### src/rtl/alu_issue_stage.sv
// RV32I decode/issue stage: decodes one instruction per handshake into ALU operands and EX side-band.
// Latency 1 cycle into a single output register; InReady = !OutValid | OutReady, outputs hold while stalled.
module alu_issue_stage #(
    parameter int XLEN  = 32,
    parameter int CNT_W = 32
) (
    input  logic             clk,
    input  logic             reset,
    input  logic             InValid,
    output logic             InReady,
    input  logic [31:0]      Instr,
    input  logic [XLEN-1:0]  PC,
    output logic [4:0]       Rs1Addr,
    output logic [4:0]       Rs2Addr,
    input  logic [XLEN-1:0]  Rs1Data,
    input  logic [XLEN-1:0]  Rs2Data,
    input  logic             Flush,
    output logic             OutValid,
    input  logic             OutReady,
    output logic [XLEN-1:0]  SrcA,
    output logic [XLEN-1:0]  SrcB,
    output logic [2:0]       ALUControl,
    output logic [2:0]       ALUop,
    output logic [XLEN-1:0]  StoreData,
    output logic [4:0]       Rd,
    output logic             RegWrite,
    output logic             MemRead,
    output logic             MemWrite,
    output logic             Branch,
    output logic [XLEN-1:0]  BranchTarget,
    output logic             IllegalInstr,
    output logic [CNT_W-1:0] IssueCount
);

    localparam logic [6:0] OP_REG  = 7'b0110011;
    localparam logic [6:0] OP_IMM  = 7'b0010011;
    localparam logic [6:0] OP_LD   = 7'b0000011;
    localparam logic [6:0] OP_ST   = 7'b0100011;
    localparam logic [6:0] OP_BR   = 7'b1100011;
    localparam logic [6:0] OP_LUI  = 7'b0110111;
    localparam logic [6:0] OP_AUI  = 7'b0010111;

    logic [6:0]      opcode;
    logic [2:0]      funct3;
    logic [6:0]      funct7;
    logic [31:0]     imm_i, imm_s, imm_b, imm_u;

    logic [XLEN-1:0] srca_d, srcb_d, st_d, bt_d;
    logic [2:0]      ctl_d, aluop_d;
    logic [4:0]      rd_d;
    logic            rw_d, mr_d, mw_d, br_d, ill_d;

    logic [XLEN-1:0] srca_q, srcb_q, st_q, bt_q;
    logic [2:0]      ctl_q, aluop_q;
    logic [4:0]      rd_q;
    logic            rw_q, mr_q, mw_q, br_q, ill_q, valid_q;
    logic [CNT_W-1:0] cnt_q;

    logic            in_xfer, out_xfer;

    assign opcode  = Instr[6:0];
    assign funct3  = Instr[14:12];
    assign funct7  = Instr[31:25];
    assign Rs1Addr = Instr[19:15];
    assign Rs2Addr = Instr[24:20];

    assign imm_i = {{20{Instr[31]}}, Instr[31:20]};
    assign imm_s = {{20{Instr[31]}}, Instr[31:25], Instr[11:7]};
    assign imm_b = {{19{Instr[31]}}, Instr[31], Instr[7], Instr[30:25], Instr[11:8], 1'b0};
    assign imm_u = {Instr[31:12], 12'b0};

    assign InReady  = !valid_q || OutReady;
    assign in_xfer  = InValid && InReady;
    assign out_xfer = valid_q && OutReady;

    always_comb begin
        srca_d  = '0;
        srcb_d  = '0;
        st_d    = '0;
        bt_d    = '0;
        ctl_d   = funct3;
        aluop_d = 3'b000;
        rd_d    = Instr[11:7];
        rw_d    = 1'b0;
        mr_d    = 1'b0;
        mw_d    = 1'b0;
        br_d    = 1'b0;
        ill_d   = 1'b0;
        case (opcode)
            OP_REG: begin
                srca_d = Rs1Data;
                srcb_d = Rs2Data;
                rw_d   = 1'b1;
                if (funct7 == 7'b0100000 && (funct3 == 3'b000 || funct3 == 3'b101))
                    aluop_d = 3'b001;
                else if (funct7 != 7'b0000000)
                    ill_d = 1'b1;
            end
            OP_IMM: begin
                srca_d = Rs1Data;
                srcb_d = imm_i;
                rw_d   = 1'b1;
                if (funct3 == 3'b001 || funct3 == 3'b101)
                    srcb_d = {27'b0, Instr[24:20]};
                if (funct3 == 3'b001 && funct7 != 7'b0000000)
                    ill_d = 1'b1;
                if (funct3 == 3'b101) begin
                    if (funct7 == 7'b0100000)
                        aluop_d = 3'b001;
                    else if (funct7 != 7'b0000000)
                        ill_d = 1'b1;
                end
            end
            OP_LD: begin
                srca_d  = Rs1Data;
                srcb_d  = imm_i;
                aluop_d = 3'b101;
                ctl_d   = 3'b000;
                mr_d    = 1'b1;
                rw_d    = 1'b1;
            end
            OP_ST: begin
                srca_d  = Rs1Data;
                srcb_d  = imm_s;
                aluop_d = 3'b101;
                ctl_d   = 3'b000;
                mw_d    = 1'b1;
                st_d    = Rs2Data;
                rd_d    = 5'd0;
            end
            OP_BR: begin
                srca_d  = Rs1Data;
                srcb_d  = Rs2Data;
                aluop_d = 3'b010;
                br_d    = 1'b1;
                rd_d    = 5'd0;
                bt_d    = PC + imm_b;
                if (funct3 == 3'b010 || funct3 == 3'b011)
                    ill_d = 1'b1;
            end
            OP_LUI, OP_AUI: begin
                srca_d  = (opcode == OP_AUI) ? PC : '0;
                srcb_d  = imm_u;
                aluop_d = 3'b101;
                ctl_d   = 3'b000;
                rw_d    = 1'b1;
            end
            default: ill_d = 1'b1;
        endcase
        // Illegal encodings still issue, but with an inert payload.
        if (ill_d) begin
            srca_d  = '0;
            srcb_d  = '0;
            st_d    = '0;
            bt_d    = '0;
            ctl_d   = 3'b000;
            aluop_d = 3'b000;
            rd_d    = 5'd0;
            rw_d    = 1'b0;
            mr_d    = 1'b0;
            mw_d    = 1'b0;
            br_d    = 1'b0;
        end
    end

    always_ff @(posedge clk) begin
        if (reset) begin
            valid_q <= 1'b0;
            cnt_q   <= '0;
            srca_q  <= '0;
            srcb_q  <= '0;
            st_q    <= '0;
            bt_q    <= '0;
            ctl_q   <= 3'b000;
            aluop_q <= 3'b000;
            rd_q    <= 5'd0;
            rw_q    <= 1'b0;
            mr_q    <= 1'b0;
            mw_q    <= 1'b0;
            br_q    <= 1'b0;
            ill_q   <= 1'b0;
        end else begin
            if (out_xfer)
                cnt_q <= cnt_q + CNT_W'(1);
            if (Flush) begin
                valid_q <= 1'b0;
            end else if (in_xfer) begin
                valid_q <= 1'b1;
                srca_q  <= srca_d;
                srcb_q  <= srcb_d;
                st_q    <= st_d;
                bt_q    <= bt_d;
                ctl_q   <= ctl_d;
                aluop_q <= aluop_d;
                rd_q    <= rd_d;
                rw_q    <= rw_d;
                mr_q    <= mr_d;
                mw_q    <= mw_d;
                br_q    <= br_d;
                ill_q   <= ill_d;
            end else if (out_xfer) begin
                valid_q <= 1'b0;
            end
        end
    end

    assign OutValid     = valid_q;
    assign SrcA         = srca_q;
    assign SrcB         = srcb_q;
    assign ALUControl   = ctl_q;
    assign ALUop        = aluop_q;
    assign StoreData    = st_q;
    assign Rd           = rd_q;
    assign RegWrite     = rw_q;
    assign MemRead      = mr_q;
    assign MemWrite     = mw_q;
    assign Branch       = br_q;
    assign BranchTarget = bt_q;
    assign IllegalInstr = ill_q;
    assign IssueCount   = cnt_q;

endmodule

### config.mk
export PLATFORM = sky130hd
export DESIGN_NAME = alu_issue_stage
export DESIGN_NICKNAME = d
export VERILOG_FILES = /design/src/rtl/alu_issue_stage.sv
export SDC_FILE = /design/constraint.sdc
export NUM_CORES = 1
export LEC_CHECK = 0
export CAP_MARGIN = 20
export CORE_AREA = 2 2 151 153
export DETAILED_ROUTE_END_ITERATION = 16
export DIE_AREA = 0 0 153 155
export GPL_TIMING_DRIVEN = 0
export HOLD_SLACK_MARGIN = 0.08
export PLACE_DENSITY = 0.77
export SLEW_MARGIN = 20
export SYNTH_ARGS = -nofsm -noshare
export SYNTH_HDL_FRONTEND = slang
export SYNTH_SLANG_ARGS = --single-unit
### constraint.sdc
create_clock -name clk -period 2.24 [get_ports clk]
set_input_delay 0.336 -clock clk [delete_from_list [all_inputs] [get_ports clk]]
set_output_delay 0.336 -clock clk [all_outputs]
set_load 0.05 [all_outputs]
==> results.md, run 1 <==
* Arrival time at the worst endpoint at 2.61 ns
* Initial core utilization at 40.3%
* Final core occ at 62.0%
* CTS tree: built
* DR iter-0 viols at 758
* Met2 global-route usage at 49.9%
* Max H-tree Level at 4
* Synth cell types at 70
* Core ar. at 0.0222 mm2
* Crit share post-route at 100%
* Dpl hpwl at 26000 um
* Post-synth EDFFs at 0
* Synth area leader: dfxtp_1
* Clk sinks at 177
* Worst relative slew slack at 34.9%
* GR peak layer: met2
* Antenna Diode Count at 0
* Routed wire per std cell at 20.7 um
* Worst Setup EP: BranchTarget[30]
* Synthesized cell area at 0.00896 mm2
* GRT Overall Usage at 28.0%
* Area Overhead vs Synth at 53.8%
* Num CTS Buffers at 17
* Die X at 153 um
* First-pass GRT wire length at 52300 um
* Gr ovfl total at 0
* Post-CTS Hold Fix Bufs at 0
* Failing checks: negative setup slack
* Tot Pwr at 7.78 mW
* Outcome: complete, but fails checks
* Synthesis Warnings at 0
* CP Capture Type: flop
* Seq cells post-synth at 177
* Post-route DRC at 0
* Root Driver: clkbuf_16
* Static leakage at 5.25 nW
* Die Y at 155 um
* Die area at 0.0237 mm2
* Peak supply drop at 0.000455 V
* Post-synth top area share at 39.5%
* Worst r2r path cells at 6
* Synth Net Count at 1209
* Layout cells sized above 1 at 13.5%
* Clk slew on worst S/H paths at 0.07 ns
* WS Path Type: in -> reg
* Fin. max-slew vios at 0
* Gpl congestion at 0.904
* FMAX at 445 MHz
* Setup violators final at 1
* DRT Pass-1 Iters at 7
* DR vias/cell at 5.74
* Worst Hold Class: in -> reg
* Later-pin clock latency in the skew report at 0.43 ns
* Grt met1 use at 32.9%
* Avg Cell Area, Syn at 8.58 um2
* Post-synth ARST share at 0%
* Sum Neg Setup Slack at -0.00766 ns
* Clk_skew at 0.00923 ns
* Reg2reg start: IssueCount[13]
* Pwr/cell area at 564 mW/mm2
* Final hold vios at 0
* NumNets Final at 1565
* Port Buffers at 317
* I/O pin cnt at 321
* Design Area, Final at 0.0138 mm2
* Synth area leaders: dfxtp_1 40%, a22oi_1 11%, nor2_1 7.1%
* Sequential area share after synthesis at 39.5%
* CP startpoint: PC[19]
* Worst path required time at 2.60 ns
* RSZ-0062 raised after global routing: true
* Max-cap violation count at 0
* Tmin final at 2.25 ns
* Max incr delay on CP at 0.50 ns
* Met3 global-route usage at 5.65%
* Largest net degree at the start of global routing at 24
* Vias at 9745
* Critical path fanouts, max at 7
* Measured slew at the worst slew-check pin at 0.977 ns
* WL final at 35200 um
* Post-DRT Antenna Nets at 0
* Row count at 55
* Critical-path cell list: clkdlybuf4s50_1 -> ha_2 -> a211oi_2 -> o21ai_0 -> a21oi_1 -> nor2_1 -> o21a_1 -> o31a_1 -> o31ai_2
* R2R setup slack at 0.15 ns
* Final worst slack at -0.00766 ns
* Number of global-route vias before repair at 9349
* Predominant post-synthesis flop cell: dfxtp_1
* Setup crit start kind: input port
* Antenna violations before repair at 0
* Synth Instances at 1044
* Clock Path Buffers at 2
* Hold Worst Slack at 0.279 ns
* Placed cell areas at 0.0125 mm2
* CP max stage cell: clkdlybuf4s50_1
* Worst r2r dst: IssueCount[31]
-- cell type report --
type / instances / area [um2]
Fill cell: 1920 / 8440
Multi-Input combinational cell: 764 / 5360
Sequential cell: 177 / 3550
Timing Repair Buffer: 344 / 3370
Clock buffer: 18 / 439
Buffer: 76 / 435
Tap cell: 285 / 357
Clock inverter: 13 / 200
Inverter: 20 / 75.1
-- layout by cell type, fill, tap and decap left out, drive strengths merged, types with 4 or more instances in the layout --
cell type      instances
nor2b                  8
xor2                  28
clkbuf                61
o21bai                 7
inv                   25
nand2                 82
and3                   8
nor3                  12
clkdlybuf4s15          4
a211oi                 4
nand4                 16
o21a                   5
a22oi                129
nand3b                 4
a32oi                 11
a21oi                 44
dlygate4sd2           11
clkinv                 4
nor4                   4
o41ai                  4
a21o                  10
bufinv                 4
or3                    7
nand3                 19
xnor2                 24
and2                   8
a222oi                 5
ha                    31
nor2                 170
o21ai                 41
and4                   6
nand2b                 8
a22o                  38
clkdlybuf4s50        288
dfxtp                177
buf                   65
dlymetal6s2s           9
-- critical path, delay by kind of cell --
family,cells,cell delay [ns]
adders and majority gates,1,0.33
and+or+nand+nor,1,0.10
AOI/OAI and AO/OA,6,1.33
buffers and inverters,1,0.50
-- per-stage QoR --
| stage | setup WS [ns] | instances |
|---|---|---|
| floorplan | -0.0520 | 1044 |
| global placement | -1.73 | 1646 |
| detailed placement | -1.75 | 1646 |
| CTS | 0.000888 | 1683 |
| global route | -0.0404 | 1697 |
| finish | -0.00766 | 1697 |
-- power by group --
group	switching, mW	internal [mW]
sequential	0.00311	3.15
combinational	0.741	0.598
clock	1.37	1.92
total	2.11	5.67
-- synthesized netlist by cell type, types with 4 or more instances --
cell      instances
a21o_1           10
a21oi_1          43
a222oi_1          5
a22o_1           38
a22oi_1         129
a32oi_1          11
and2_1            8
and3_1            7
and4_1            5
buf_1             5
buf_2            12
buf_4            13
buf_6             8
clkbuf_1         44
dfxtp_1         177
ha_1             31
inv_1            20
nand2_1          81
nand2b_1          7
nand3_1          16
nand3b_1          4
nand4_1          16
nor2_1          170
nor2b_1           8
nor3_1           11
o21a_1            5
o21ai_0          35
o21ai_1           5
o21bai_1          7
or3_1             7
xnor2_1          24
xor2_1           28
-- metal layers --
| layer | wire, um | vias to the layer above | part of all wire (%) |
|---|---|---|---|
| met4 | 1450 | 0 | 4.1 |
| li1 | - | 4506 | - |
| met2 | 17400 | 500 | 49 |
| met5 | 0 | - | 0 |
| met3 | 2500 | 93 | 7.1 |
| met1 | 13800 | 4646 | 39 |
-- flip-flops by register name (all words and copies together) (netlist names), 3 cells and up --
register / flops
ALUop: 3
IssueCount: 32
BranchTarget: 32
Rd: 5
StoreData: 32
SrcB: 32
SrcA: 32
ALUControl: 3
-- worst min-delay path by stage --
stage,from,endpoint,slack (ns),cells after the start
after floorplan,Flush,OutValid,0.41,1
after global placement,BranchTarget[31],BranchTarget[31],0.44,2
after detailed placement,BranchTarget[31],BranchTarget[31],0.44,2
after CTS,Instr[8],Rd[1],0.26,3
after global routing,Instr[8],Rd[1],0.30,3
final,Instr[8],Rd[1],0.28,3
-- kinds of logic (layout without fill, tap and decap cells) --
family | count (synthesis) | after routing | synth area share (%)
and+or+nand+nor | 355 | 355 | 18.5
AOI/OAI and AO/OA | 322 | 322 | 26.3
DFF | 177 | 177 | 39.5
buffers and inverters | 103 | 471 | 5.71
xor gates and xnor gates | 52 | 52 | 5.08
adders and majority gates | 32 | 32 | 4.55
muxes | 3 | 3 | 0.335
-- what timing repair did --
action | in CTS | in global routing
gates resized for setup | 94 | 51
pin swaps | 21 | 19
setup buffers | 12 | 15
setup endpoints to repair | 145 | 133
Note: power is estimated with default switching activity, not from simulation.
==> inputs of run 2 (changes only) <==
Settings changed: CORE_AREA 2 2 151 153 to 2 2 143 145, DIE_AREA 0 0 153 155 to 0 0 145 147, PLACE_DENSITY 0.77 to 0.81.
Clock period 2.24 ns to 2.3 ns, I/O delays scaled along.
==> run 2 against run 1 <==
Against the previous run:
- sequential cell count stayed put
- sequential power is 3% lower
- highest routed layer is now met5
- die area is 10% lower
- the run still ends with negative setup slack left
- utilization is 6.7 points higher
==> results.md, run 2 (synthesis gave the netlist of run 1 again) <==
* Row count at 52
* FMAX at 432 MHz
* Port Buffers at 317
* Commonest non-fill, non-tap cell in the layout: clkdlybuf4s50_1
* Initial core utilization at 45.2%
* Core ar. at 0.0198 mm2
* Post-route DRC at 0
* Critical-path cell list: clkdlybuf4s50_1 -> ha_4 -> a21oi_1 -> o21ai_0 -> nand2_1 -> a32o_1 -> a21boi_2 -> mux2i_1 -> a211o_1
* CP Capture Type: flop
* Die X at 145 um
* Post-DRT Antenna Nets at 0
* Max H-tree Level at 4
* Arrival time at the worst endpoint at 2.63 ns
* Failing checks: negative setup slack
* Tot Pwr at 7.19 mW
* Placed cell areas at 0.0125 mm2
* WS Path Type: in -> reg
* Worst path required time at 2.61 ns
* Setup violators final at 1
* Placed insts at 1631
* Pre-CTS worst setup slack at -1.67 ns
* Final hold vios at 0
* Final worst slack at -0.0159 ns
* Antenna violations before repair at 2
* Number of global-route vias before repair at 9439
* DRT Pass-1 Iters at 6
* Crit share post-route at 101%
* Worst relative slew slack at 50.8%
* Fin. max-slew vios at 0
* DR iter-0 viols at 848
* CP max stage cell: clkdlybuf4s50_1
* GRT Overall Usage at 32.2%
* Die Y at 147 um
* Dpl hpwl at 26700 um
* Critical path fanouts, max at 5
* Met3 global-route usage at 7.08%
* Clock Path Buffers at 2
* Max incr delay on CP at 0.54 ns
* I/O pin cnt at 321
* Die area at 0.0213 mm2
* CTS tree: built
* Post-CTS Hold Fix Bufs at 0
* Grt met1 use at 38.6%
* Later-pin clock latency in the skew report at 0.43 ns
* Root Driver: clkbuf_16
* Final core occ at 68.7%
* Area Overhead vs Synth at 52.2%
* Static leakage at 5.17 nW
* Setup crit start kind: input port
* Most frequent cells in the layout: 284 x clkdlybuf4s50_1, 176 x dfxtp_1, 168 x nor2_1
* Clk sinks at 177
* Num CTS Buffers at 17
* Layout cells sized above 1 at 12.8%
* Hold Worst Slack at 0.274 ns
* Clk slew on worst S/H paths at 0.06 ns
* Vias at 9898
* Met2 global-route usage at 55.4%
* Design Area, Final at 0.0136 mm2
* Max-cap violation count at 0
* Pwr/cell area at 527 mW/mm2
* Fin cells at 1678
* GR peak layer: met2
* Clk_skew at 0.00829 ns
* Outcome: complete, but fails checks
* Gr ovfl total at 0
* Gpl congestion at 0.899
* NumNets Final at 1558
* Worst Hold Class: in -> reg
* Largest net degree at the start of global routing at 24
* Peak supply drop at 0.000494 V
* DR vias/cell at 5.90
* Tmin final at 2.32 ns
* WL final at 35900 um
* Sum Neg Setup Slack at -0.0159 ns
* Routed wire per std cell at 21.4 um
* First-pass GRT wire length at 53800 um
* Measured slew at the worst slew-check pin at 0.738 ns
run 2: cell count changes in the layout (fill, tap and decap cells not counted), sizes merged, moves of 4 or more:
cell	before	now
bufinv	4	0
buf	65	57
clkinvlp	0	5
inv	25	21
clkdlybuf4s50	288	284
dlymetal6s2s	9	13
clkbuf	61	66
run 2: cell type report:
class	count	area, um2
diodes	2	5.00
flip-flops and latches	177	3540
inverters	20	75.1
plain buffers	77	432
multi-input cells	764	5350
well taps	270	338
clock buffers	22	484
fillers	1586	6210
repair buffers	336	3330
clock inverters	10	77.6
run 2: repair_timing:
action	in CTS	in global routing
pin swaps	11	22
setup endpoints to repair	145	112
cloned	0	0
gates resized for setup	86	62
setup buffers	13	7
run 2: where the power goes:
part	internal [mW]	leakage, nW	total, mW	switching, mW
Combinational	0.575	3.49	1.31	0.738
Sequential	3.07	1.43	3.07	0.00297
Clock	1.51	0.261	2.81	1.30
Total	5.15	5.17	7.19	2.04
run 2: critical path, delay by kind of cell:
kind                       cells  cell delay, ns
AOI/OAI and AO/OA              5            1.23
buffers and inverters          1            0.54
adders and majority gates      1            0.24
muxes                          1            0.14
and+or+nand+nor                1            0.12
run 2: per-layer routing:
| layer | share of wire, % | wire, um |
|---|---|---|
| met5 | 0.075 | 27 |
| met4 | 3.7 | 1340 |
| met3 | 8.3 | 3000 |
| met2 | 49 | 17400 |
| met1 | 39 | 14100 |
run 2: path summary, 6_finish.rpt:
check | from | endpoint | slack (ns) | cells after the start
hold reg to reg | BranchTarget[22] | BranchTarget[22] | 0.45 | 2
setup / recovery | PC[13] | BranchTarget[26] | -0.02 | 9
hold / removal | Instr[8] | Rd[1] | 0.27 | 3
setup reg to reg | IssueCount[12] | IssueCount[30] | 0.23 | 7
==> RTL change 1 (settings of run 1) <==
Make the reset (`reset`) asynchronous in one clocked block.
--- a/src/rtl/alu_issue_stage.sv
+++ b/src/rtl/alu_issue_stage.sv
@@ -163,7 +163,7 @@
         end
     end
 
-    always_ff @(posedge clk) begin
+    always_ff @(posedge clk or posedge reset) begin
         if (reset) begin
             valid_q <= 1'b0;
             cnt_q   <= '0;
Check against the original RTL: differs if reset is asserted again (counterexample within 4 cycles, from zero or initial values and one cycle with reset high); with reset held inactive, the same outputs for 4 cycles.
==> RTL change 1 against run 1 <==
  * Non-clock buffer count is 15 lower
  * Largest power group is now registers
  * Clock power down 7.9%
  * The flow still finishes with violations (setup timing)
  * Critical endpoint is now Rs2Addr[3]
  * Register-to-register slack got worse by 70 ps
  * Largest cell class unchanged
  * Total power up 3.9%
  * Area after synthesis up 1.5%
  * Setup slack lost 0.84 ps
  * Worst hold slack got worse by 23 ps
  * Routed wire length is 2.2% higher
  * Sequential cell count unchanged
  * Design area up 2.5%
  * Critical path depth is 6 lower
==> RTL change 1: results (changes against run 1) <==
Power and ir drop
  – Leakage Power: 5.95 nW (was 5.25 nW)
  – IR drop worst, VDD: 0.373 mV (was 0.455 mV)

Critical path
  – CP Max Fanout: 3 (was 7)
  – R2r startpoint: OutValid (was IssueCount[13])
  – R2r endpoint: BranchTarget[27] (was IssueCount[31])
  – Reg2Reg Depth: 7 (was 6)
  – Critical Path Max Stage Delay: 790 ps (was 500 ps)
  – CP delay by family, top: buffers and inverters (was compound AO/OA/AOI/OAI gates)

Drt
  – Drt pass-1 iters: 5 (was 7)
  – DRT iter0 DRCs: 637 (was 758)
  – Highest metal used: met5 (was met4)
  – WL met2: 17900 microns (was 17400 microns)
  – Routed metal-1 wire length: 14000 microns (was 13800 microns)
  – WL/cell: 22.5 microns (was 20.7 microns)
  – Met3 WL: 2830 microns (was 2500 microns)

Timing
  – Setup violation total in the final timing report: 1 (unchanged)
  – Worst rel slew slack: 51.5% (was 34.9%)
  – Final WS setup: -8.50 ps (was -7.66 ps)
  – Clock skew: 14.5 ps (was 9.23 ps)
  – Setup TNS: -8.50 ps (was -7.66 ps)

Logic synthesis
  – Xor/xnor share of the synthesized area: 5.39% (was 5.08%)
  – Syn Nets: 1105 (was 1209)
  – Mux contribution to synthesized area: 0.124% (was 0.335%)
  – Distinct cells, synth: 57 (was 70)
  – Ys async rst share: 100% (was 0%)
  – Adder-cell share of the synthesized area: 4.49% (was 4.55%)
  – Commonest cells in the synthesized netlist: dfrtp_1 (177), nand2_1 (140), o21ai_0 (102) (was dfxtp_1 (177), nor2_1 (170), a22oi_1 (129))
  – Synth area leaders: dfrtp_1 (49%), nand2_1 (5.8%), o21ai_0 (5.6%) (was dfxtp_1 (40%), a22oi_1 (11%), nor2_1 (7.1%))
  – Register area share after synthesis: 48.7% (was 39.5%)

Status
  – Failing checks: setup timing (unchanged)
  – Outcome: complete, but fails checks (unchanged)

Placement
  – Detail Placement HPWL: 27800 microns (was 26000 microns)
  – DP Cell Count: 1551 (was 1646)
  – Post-DP Area: 0.0129 sq mm (was 0.0125 sq mm)
  – Dpl ws: -1560 ps (was -1750 ps)

Global route
  – Vias in the first global route: 9384 (was 9349)
  – Grt met1 use: 36.0% (was 32.9%)
  – Largest net degree at the start of global routing: 31 (was 24)
  – GRT Util Overall: 29.7% (was 28.0%)
  – Met2 usage: 50.8% (was 49.9%)
  – Number of antenna violations at the first check in global routing: 3 (was 0)

Final layout
  – Area of the multi-input gates: 0.00491 sq mm (was 0.00536 sq mm)
  – Fillers: 1866 (was 1920)
  – Comb_multi_in: 685 (was 764)
  – Clock-cell share: 4.28% (was 4.64%)
  – Layout cells sized above 1: 14.7% (was 13.5%)
  – # nets final: 1464 (was 1565)
  – Antenna cells: 1 (was 0)

Min path
  – Hold path endpoint: Rd[1] (unchanged)
RTL change 1: cell types whose count changed in the layout (fill, tap and decap cells not counted), sizes merged, moves of 13 or more:
cell / run 1 / this run
a221oi: 0 / 19
a22oi: 129 / 40
buf: 65 / 52
dfrtp: 0 / 177
dfxtp: 177 / 0
nand2: 82 / 140
nor2: 170 / 40
o21ai: 41 / 105
RTL change 1: how the worst max path moves through the flow:
stage,from,depth (start not counted),slack (ps),end
final,Instr[23],3,-8,Rs2Addr[3]
after CTS,Instr[8],10,-20,BranchTarget[25]
after global routing,PC[4],9,-80,BranchTarget[24]
after floorplan,reset,1,-360,ALUControl[0]
after global placement,Instr[31],8,-1900,ALUControl[1]
after detailed placement,Instr[2],9,-1560,ALUControl[1]
RTL change 1: what timing repair did:
action,in CTS,in global routing
pin swaps,16,15
endpoints found under the setup margin,152,95
setup buffers,15,6
gates cloned,0,1
gates resized for setup,170,62
RTL change 1: power groups by stage:
stage / Sequential (W) / Clock (W) / Combinational, W
after global routing: 0.00333 / 0.00320 / 0.00182
after global placement: 0.00338 / 0 / 0.00152
final: 0.00333 / 0.00303 / 0.00172
after detailed placement: 0.00338 / 0 / 0.00156
after CTS: 0.00332 / 0.00306 / 0.00167
after floorplan: 0.00357 / 0 / 0.000676
RTL change 1: logic make-up after synthesis:
logic type | Yosys count
buffers and inverters | 78
AO/OA/AOI/OAI | 317
adder cells (fa/ha/maj) | 32
flip-flops | 177
XOR/XNOR | 56
multiplexers | 1
AND/OR/NAND/NOR | 279
RTL change 1: tightest hold or removal path: stages:
cell and delay [ps]:
buf_8 80, buf_4 120, a22o_1 120
==> RTL change 2 (config.mk and constraints of run 1) <==
Without the edit above. `CNT_W`: 32 -> 16.
--- a/src/rtl/alu_issue_stage.sv
+++ b/src/rtl/alu_issue_stage.sv
@@ -2,7 +2,7 @@
 // Latency 1 cycle into a single output register; InReady = !OutValid | OutReady, outputs hold while stalled.
 module alu_issue_stage #(
     parameter int XLEN  = 32,
-    parameter int CNT_W = 32
+    parameter int CNT_W = 16
 ) (
     input  logic             clk,
     input  logic             reset,
Ports: changed (resized IssueCount); port bits go from 321 to 305. The function was not compared with the original's and may differ.
==> RTL change 2 against run 1 <==
  * Sequential cell count down 16
  * Clock skew up 3.6 ps
  * Total power down 8.0%
  * Area after synthesis down 11%
  * Count of clock-buffer cells in the layout down 1
  * Setup slack better by 33 ps
  * Routed wire length down 7.2%
  * Design area down 5.9%
  * Critical path type unchanged
  * Highest routed layer unchanged
==> RTL change 2: results (changes against run 1) <==
Global route
  – Grt met1 use: 31.2% (was 32.9%)
  – Grt met3 use: 6.41% (was 5.65%)
  – Met2 usage: 45.7% (was 49.9%)
  – First-pass GRT wire length: 48500 microns (was 52300 microns)
  – Vias in the first global route: 8732 (was 9349)

Placement
  – IO Port Bufs: 302 (was 317)
  – Routability congestion estimate: 0.890 (was 0.904)
  – Dpl ws: -1940 ps (was -1750 ps)
  – Detail Placement HPWL: 23900 microns (was 26000 microns)

Critical path
  – R2r startpoint: OutValid (was IssueCount[13])
  – R2r setup slk: 270 ps (was 150 ps)
  – Reg2Reg Depth: 7 (was 6)
  – Critical Path Max Stage Delay: 540 ps (was 500 ps)
  – Worst Setup SP: PC[25] (was PC[19])
  – Worst path arrival time: 2580 ps (was 2610 ps)
  – Worst setup path endpoint: BranchTarget[31] (was BranchTarget[30])
  – R2r endpoint: SrcA[19] (was IssueCount[31])
  – CP Max Fanout: 3 (was 7)

Timing
  – Clock skew: 12.8 ps (was 9.23 ps)
  – Final WS setup: 25.1 ps (was -7.66 ps)

Drt
  – Routed metal-1 wire length: 13400 microns (was 13800 microns)
  – Drt pass-1 iters: 6 (was 7)
  – Met3 WL: 2350 microns (was 2500 microns)
  – Via count: 8954 (was 9745)
  – DRT iter0 DRCs: 581 (was 758)

Clocking
  – CTS Buf Count: 17 (unchanged)

Logic synthesis
  – Commonest cells in the synthesized netlist: nor2_1 (191), dfxtp_1 (161), a22oi_1 (92) (was dfxtp_1 (177), nor2_1 (170), a22oi_1 (129))
  – Syn Nets: 1133 (was 1209)
  – Mux contribution to synthesized area: 0.376% (was 0.335%)
  – Xor/xnor share of the synthesized area: 3.73% (was 5.08%)
  – Adder-cell share of the synthesized area: 5.11% (was 4.55%)
  – Register area share after synthesis: 40.4% (was 39.5%)
  – Synth area leaders: dfxtp_1 (40%), nor2_1 (9.0%), a22oi_1 (8.7%) (was dfxtp_1 (40%), a22oi_1 (11%), nor2_1 (7.1%))

Status
  – Outcome: finished, final reports clean (was complete, but fails checks)

Final layout
  – Layout cells sized above 1: 15.4% (was 13.5%)

Power and ir drop
  – IR drop worst, VDD: 0.398 mV (was 0.455 mV)
  – Leakage Power: 4.70 nW (was 5.25 nW)
==> RTL change 2: power by group <==
part	switching (W)	total, W	internal [W]
combinational	0.000736	0.00135	0.000615
sequential	0.00000446	0.00287	0.00286
clock	0.00144	0.00293	0.00150
==> RTL change 2: kinds of logic (layout without fill, tap and decap cells) <==
| logic type | Yosys count | after routing |
|---|---|---|
| xor+xnor | 34 | 34 |
| compound gates | 314 | 314 |
| simple gates | 330 | 330 |
| flops | 161 | 161 |
| buf+inv | 94 | 455 |
| mux | 3 | 3 |
| fa+ha+maj | 32 | 32 |
==> RTL change 2: stage by stage <==
step / std cells / utilization (%)
2_1_floorplan: 968 / -
3_3_place_gp: 1555 / 51.5
3_5_place_dp: 1555 / 51.5
4_1_cts: 1605 / 56.7
5_1_grt: 1614 / 58.4
6_report: 1614 / 58.4
==> RTL change 2: timing repair <==
item                       CTS  global route
pin swaps                   27            27
cloned                       1             0
resized for setup          143            97
setup buffers               22            10
setup endpoints to repair  144           128
==> RTL change 2: worst min-delay path by stage <==
stage / start / end / slack [ps] / depth (start not counted)
detailed placement: BranchTarget[14] / BranchTarget[14] / 440 / 2
CTS: Instr[8] / Rd[1] / 230 / 3
global route: Instr[8] / Rd[1] / 160 / 3
finish: Instr[8] / Rd[1] / 160 / 3
floorplan: Flush / OutValid / 400 / 1
global placement: BranchTarget[16] / BranchTarget[16] / 430 / 2
==> RTL change 2: final cells by class <==
| cell class | count | area [sq um] |
|---|---|---|
| Buffer | 73 | 410 |
| Clock buffer | 17 | 425 |
| Clock inverter | 15 | 173 |
| Fill cell | 1957 | 9260 |
| Inverter | 15 | 56.3 |
| Multi-Input combinational cell | 713 | 5060 |
| Sequential cell | 161 | 3220 |
| Tap cell | 285 | 357 |
| Timing Repair Buffer | 335 | 3270 |
